$ cat src/rtl/mac_seq_ctrl.sv
// ---------------------------------------------------------------------------
// mac_seq_ctrl
//   Sequencer for the MAC register datapath. A start command captures the
//   vector length, the controller clears the accumulator, then pulls operand
//   pairs over a valid/ready stream and strobes the operand, accumulator and
//   result registers. The finished result is offered with a valid/ready
//   handshake. All state changes on the falling edge of clk_n.
//
// Ports
//   clk_n      in   clock, state updates on its falling edge
//   rst_n      in   synchronous active-low reset
//   start      in   start command, honoured only when idle
//   len        in   number of operand pairs, captured with start
//   abort      in   cancel the current operation
//   in_valid   in   operand pair present at the datapath inputs
//   in_ready   out  controller will accept an operand pair
//   ld_op      out  load strobe for operand A/B registers
//   ld_acc     out  load strobe for the accumulator
//   acc_clr    out  accumulator input mux selects zero
//   ld_out     out  load strobe for the result register
//   out_valid  out  result register holds the finished result
//   out_ready  in   consumer takes the result
//   busy       out  controller is not idle
//   cnt        out  operand pairs accumulated so far
// ---------------------------------------------------------------------------
module mac_seq_ctrl #(
  parameter int CNT_W = 8
) (
  input  logic             clk_n,
  input  logic             rst_n,
  input  logic             start,
  input  logic [CNT_W-1:0] len,
  input  logic             abort,
  input  logic             in_valid,
  output logic             in_ready,
  output logic             ld_op,
  output logic             ld_acc,
  output logic             acc_clr,
  output logic             ld_out,
  output logic             out_valid,
  input  logic             out_ready,
  output logic             busy,
  output logic [CNT_W-1:0] cnt
);

  typedef enum logic [2:0] {
    S_IDLE   = 3'd0,
    S_CLEAR  = 3'd1,
    S_FETCH  = 3'd2,
    S_ACC    = 3'd3,
    S_OUTPUT = 3'd4,
    S_DONE   = 3'd5
  } state_t;

  state_t           state_r;
  state_t           state_nx_s;
  logic [CNT_W-1:0] len_q_r;
  logic [CNT_W-1:0] cnt_r;
  logic [CNT_W-1:0] cnt_inc_s;
  logic             in_ready_r;
  logic             ld_acc_r;
  logic             acc_clr_r;
  logic             ld_out_r;
  logic             out_valid_r;
  logic             busy_r;
  logic             start_take_s;

  // cnt never exceeds len_q, so this increment cannot wrap.
  assign cnt_inc_s    = cnt_r + {{(CNT_W-1){1'b0}}, 1'b1};
  assign start_take_s = (state_r == S_IDLE) && start && !abort;

  // Next-state decode; abort overrides every normal transition.
  always_comb begin
    state_nx_s = state_r;
    if (abort) begin
      state_nx_s = S_IDLE;
    end else begin
      case (state_r)
        S_IDLE: begin
          if (start) begin
            state_nx_s = S_CLEAR;
          end else begin
            state_nx_s = S_IDLE;
          end
        end
        S_CLEAR: begin
          if (len_q_r == {CNT_W{1'b0}}) begin
            state_nx_s = S_OUTPUT;
          end else begin
            state_nx_s = S_FETCH;
          end
        end
        S_FETCH: begin
          if (in_valid) begin
            state_nx_s = S_ACC;
          end else begin
            state_nx_s = S_FETCH;
          end
        end
        S_ACC: begin
          if (cnt_inc_s == len_q_r) begin
            state_nx_s = S_OUTPUT;
          end else begin
            state_nx_s = S_FETCH;
          end
        end
        S_OUTPUT: state_nx_s = S_DONE;
        S_DONE: begin
          // A start arriving with out_ready is dropped: we only reach IDLE here.
          if (out_ready) begin
            state_nx_s = S_IDLE;
          end else begin
            state_nx_s = S_DONE;
          end
        end
        default: state_nx_s = S_IDLE;
      endcase
    end
  end

  // State, counters and registered Moore outputs (decoded from next state so
  // each strobe lines up exactly with the state it belongs to).
  always_ff @(negedge clk_n) begin
    if (!rst_n) begin
      state_r     <= S_IDLE;
      len_q_r     <= {CNT_W{1'b0}};
      cnt_r       <= {CNT_W{1'b0}};
      in_ready_r  <= 1'b0;
      ld_acc_r    <= 1'b0;
      acc_clr_r   <= 1'b0;
      ld_out_r    <= 1'b0;
      out_valid_r <= 1'b0;
      busy_r      <= 1'b0;
    end else begin
      state_r <= state_nx_s;
      if (start_take_s) begin
        len_q_r <= len;
        cnt_r   <= {CNT_W{1'b0}};
      end else if (state_r == S_ACC) begin
        // ld_acc is already asserted in ACC, so the accumulator takes this
        // product even when abort arrives; cnt keeps step with it.
        cnt_r <= cnt_inc_s;
      end else begin
        cnt_r <= cnt_r;
      end
      in_ready_r  <= (state_nx_s == S_FETCH);
      ld_acc_r    <= (state_nx_s == S_CLEAR) || (state_nx_s == S_ACC);
      acc_clr_r   <= (state_nx_s == S_CLEAR);
      ld_out_r    <= (state_nx_s == S_OUTPUT);
      out_valid_r <= (state_nx_s == S_DONE);
      busy_r      <= (state_nx_s != S_IDLE);
    end
  end

  assign in_ready  = in_ready_r;
  assign ld_op     = in_valid & in_ready_r;
  assign ld_acc    = ld_acc_r;
  assign acc_clr   = acc_clr_r;
  assign ld_out    = ld_out_r;
  assign out_valid = out_valid_r;
  assign busy      = busy_r;
  assign cnt       = cnt_r;

endmodule

$ cat config.mk
export PLATFORM = sky130hd
export DESIGN_NAME = mac_seq_ctrl
export DESIGN_NICKNAME = d
export VERILOG_FILES = /design/src/rtl/mac_seq_ctrl.sv
export SDC_FILE = /design/constraint.sdc
export NUM_CORES = 1
export LEC_CHECK = 0
export ABC_CLOCK_PERIOD_IN_PS = 2050
export BUFFER_PORTS_ARGS = -buffer_cell sky130_fd_sc_hd__buf_2
export CAP_MARGIN = 0
export CELL_PAD_IN_SITES_DETAIL_PLACEMENT = 0
export CELL_PAD_IN_SITES_GLOBAL_PLACEMENT = 1
export CORE_MARGIN = 5
export CORE_UTILIZATION = 25
export CTS_BUF_LIST = sky130_fd_sc_hd__clkbuf_4 sky130_fd_sc_hd__clkbuf_8
export CTS_CLUSTER_DIAMETER = 40
export CTS_CLUSTER_SIZE = 24
export DETAILED_ROUTE_END_ITERATION = 8
export PLACE_DENSITY_LB_ADDON = 0.25
export SLEW_MARGIN = 20
export SYNTH_ARGS = -nofsm -noshare
export SYNTH_HDL_FRONTEND = slang
export SYNTH_SLANG_ARGS = --single-unit
$ cat constraint.sdc
create_clock -name clk_n -period 2.05 [get_ports clk_n]
set_input_delay 0.205 -clock clk_n [delete_from_list [all_inputs] [get_ports clk_n]]
set_output_delay 0.205 -clock clk_n [all_outputs]
set_load 0.05 [all_outputs]
**Yosys cells after proc, flatten, opt, wreduce, memory -nomap -nowiden**

Index checks and enable logic that the tools add are counted.
W data, S select, Z words.

- Add/subtract/negate cells: 1
- Equality and inequality tests: 11
- Multiplexer cells: 7
- Bitwise operators: 2
- Reduce and logical (&&, ||, !) cells: 8

Operator list:

| cell | count |
|---|---|
| $pmux W3 S6 | 1 |
| $eq A3 B2 Y1 const B | 4 |
| $eq A3 B3 Y1 const B | 4 |
| $mux W3 | 4 |
| $add A8 B1 Y8 const B | 1 |
| $eq A8 B8 Y1 | 1 |
| $logic_not A8 Y1 | 1 |
| $eq A3 B1 Y1 const B | 2 |
| $logic_not A3 Y1 | 1 |
| $reduce_bool A3 Y1 | 1 |
| $logic_and A1 B1 Y1 | 2 |
| $mux W1 | 2 |
| $reduce_or A2 Y1 | 1 |
| $and A1 B1 Y1 | 1 |
| $logic_not A1 Y1 | 1 |
| $logic_or A1 B1 Y1 | 1 |
| $not A1 Y1 | 1 |

- Bits in registers: 25
- Input port bits: 14
- Output and inout port bits: 15
- Logic and storage cells: 38

**Logic depth before layout (Yosys ltp)**

- Word-level depth: 7
- Mapped depth: 7
- Gate-level depth less buffers: 7

==> results.ini <==
[floorplan]
core_um2 = 4790
num_rows = 25
initial_core_util_pct = 26.1
design.die.area_um2 = 6510
dieHeight_um = 80.7
die_w_um = 80.7
pin_count = 29

[critical_path]
slowest_stage = dfxtp_2
path_cells = and2_4 > buf_8
cpPeakStageDelay_ns = 0.32
r2r_end = busy
rr_startpoint = cnt[0]
critPathKind = register to output port
cp-start-kind = register
cp-startpoint = in_ready
critPathArrivalTime_ns = 1.95
ff2ff_setup_slack_ns = 0.09
cp_data_required_time_ns = 1.85
r2r_cells = 8
cp-end-kind = output port
crit_fanout = 2

[yosys]
synth_cell_types = 36
syn-num-nets = 155
avgSynthCellArea_um2 = 8.92
synth_top_area_cell = dfxtp_1
yosys-top-cells-area = dfxtp_1 (40%), mux2i_1 (6.4%), xnor2_1 (6.3%)
synth_cells = 140
synth_top_area_share_pct = 40.1
ys_ff_latch = 25
yosysWarnings = 0
synthesis.area_um2 = 1250
yosysSeqAreaShare_pct = 40.1

[route]
top_layer = met4
route.detailed.drc = 0
dr_wl_met3_um = 218
detailroute.wirelength.met2_mm = 1.54
drt_pre_antenna_iters = 4
wl_per_cell_um = 11.9
routed_wl_mm = 3.33
drt_iter0_markers = 56
ant_nets = 0
drt-met1-wl_mm = 1.51
viasPerCell = 4.45
vias = 1245

[clocking]
clock_path_buffers = 2
cts_tree = yes
hold_buffers = 0
path_clk_slew_ns = 0.04
clock_tree.root_cell = clkbuf_8
clock-sinks = 25
insertion_delay_ns = 0.35
numCtsBuffers = 3
htreeDepth = 1

[timing]
finalSetupViolCount = 6
fin_worst_skew_ns = 0.0139
fin_ws_ns = -0.101
hold_violations = 0
hold_ws_ns = 0.548
drv_slew = 0
max-slew-margin-rel_pct = 71.8
worstMarginPinSlew_ns = 0.419
rsz0062_at_grt = true
tns_ns = -0.295

[global_routing]
grt_pass1_vias = 1278
grt_pass1_wl_mm = 5.62
antenna_found_initial = 0
grtUsageTotal_pct = 10.9
grt_max_degree = 15
gr-total-overflow = 0

[final_layout]
drive_above_1_share_pct = 38.5
nets = 229
antennaDiodeCount = 0
layout_commonest_cell = inv_1
fin_cells = 280
syn2layout_area_growth_pct = 61.3
fin_util_pct = 42.1
final_cell_mix = inv_1 (26), nor2_1 (20), buf_4 (19)

[job]
maxCapViolCount = 0

[power]
power.switching_mw = 0.384
power_density_nw_per_um2 = 634
p_leak_nw = 0.947
swShare_pct = 30.1
total_power_mw = 1.28
seqPwrFrac_pct = 40.3
combPwrFrac_pct = 11.3
power_frac_clock_pct = 48.4
irDropWorstVdd_mv = 0.312
p_int_mw = 0.892

[place]
dpl.hpwl_mm = 2.38
place_congestion = 0.736
port_buffers = 28
placedCellCount = 243

[status]
status = finished with violations
failed_checks = setup timing

[worst_hold_path]
min_path_cells = 2
worst_hold_path.endpoint = cnt[2]
min_from = cnt[2]
hold_path.class = register to register

cell type report:
cell class	count	area, µm²
fill	480	2770
multi-input combinational	109	781
sequential	25	528
timing repair buffer	48	449
clock inverter	26	124
tap	67	83.8
clock buffer	3	41.3
inverter	2	7.51
per-stage QoR:
step                cell area, µm²  setup WS [ns]
floorplan                     1280        -0.0294
global placement              1580         -0.186
detailed placement            1580         -0.216
global route                  2010         -0.150
finish                        2010         -0.101
CTS                           1920         -0.117
worst max-delay path by stage:
stage | to | slack, ns | cells past startpoint
6_report | ld_op | -0.10 | 2
3_5_place_dp | busy | -0.22 | 7
2_1_floorplan | busy | -0.03 | 6
5_1_grt | ld_op | -0.15 | 2
3_3_place_gp | busy | -0.19 | 7
4_1_cts | ld_op | -0.12 | 2
state kept, by name (all words and copies together) (netlist names):
name,cells
len_q_r,8
acc_clr,1
ld_out,1
busy,1
state_r,3
in_ready,1
ld_acc,1
out_valid,1
cnt,8
cell usage after synthesis:
cell type and number:
and3_4 1, a21oi_1 8, a21boi_1 1, mux2i_1 8
inv_1 2, nor2_1 20, nor4_4 1, nand2_1 12
nand3_2 1, a211o_1 1, and2_1 3, xnor2_1 9
a31oi_2 1, buf_4 1, ha_1 1, nor3b_1 2
nor3b_2 2, clkbuf_1 2, o21ai_0 3, a31o_1 2
o31ai_1 1, o32ai_1 1, a31oi_1 2, nor2b_1 1
or3_1 3, o21a_1 2, mux2_2 1, xor2_1 6
nand3_1 3, and3_1 2, nand4_1 2, nor3_1 4
dfxtp_1 25, clkinv_1 1, nor4_1 4, o21ba_1 1
worst max-delay path, delay by kind of cell (launching register included):
family                 cells  cell delay, ns
buffers and inverters      1            0.14
DFF                        1            0.32
and+or+nand+nor            1            0.13
layer usage:
layer / global-route usage, % / vias up
li1: - / 640
met2: 16.3 / 27
met4: 5.91 / 0
met3: 5.04 / 7
met5: 0 / -
met1: 12.8 / 571
cell families (layout without fill, tap and decap cells):
| logic type | count (synthesis) | in the layout | synth area share, % |
|---|---|---|---|
| DFF | 25 | 25 | 40.1 |
| and+or+nand+nor | 61 | 61 | 26.6 |
| adders and majority gates | 1 | 1 | 1.00 |
| xor gates and xnor gates | 15 | 15 | 10.5 |
| muxes | 9 | 9 | 7.31 |
| buffers and inverters | 6 | 79 | 2.10 |
| AOI/OAI and AO/OA | 23 | 23 | 12.4 |
power groups by stage:
stage	Combinational, mW	Sequential, mW	Clock [mW]
after floorplan	0.0720	0.533	0.0775
after global placement	0.131	0.523	0.0775
after detailed placement	0.131	0.523	0.0775
after CTS	0.137	0.513	0.654
after global routing	0.160	0.514	0.706
final	0.144	0.514	0.618
timing repair:
action                                  in CTS  in global routing
endpoints found under the setup margin      15                 20
resized for setup                           49                 14
pin swaps                                    1                  1
buffers inserted                             5                  4
(Power assumes the default switching activity.)
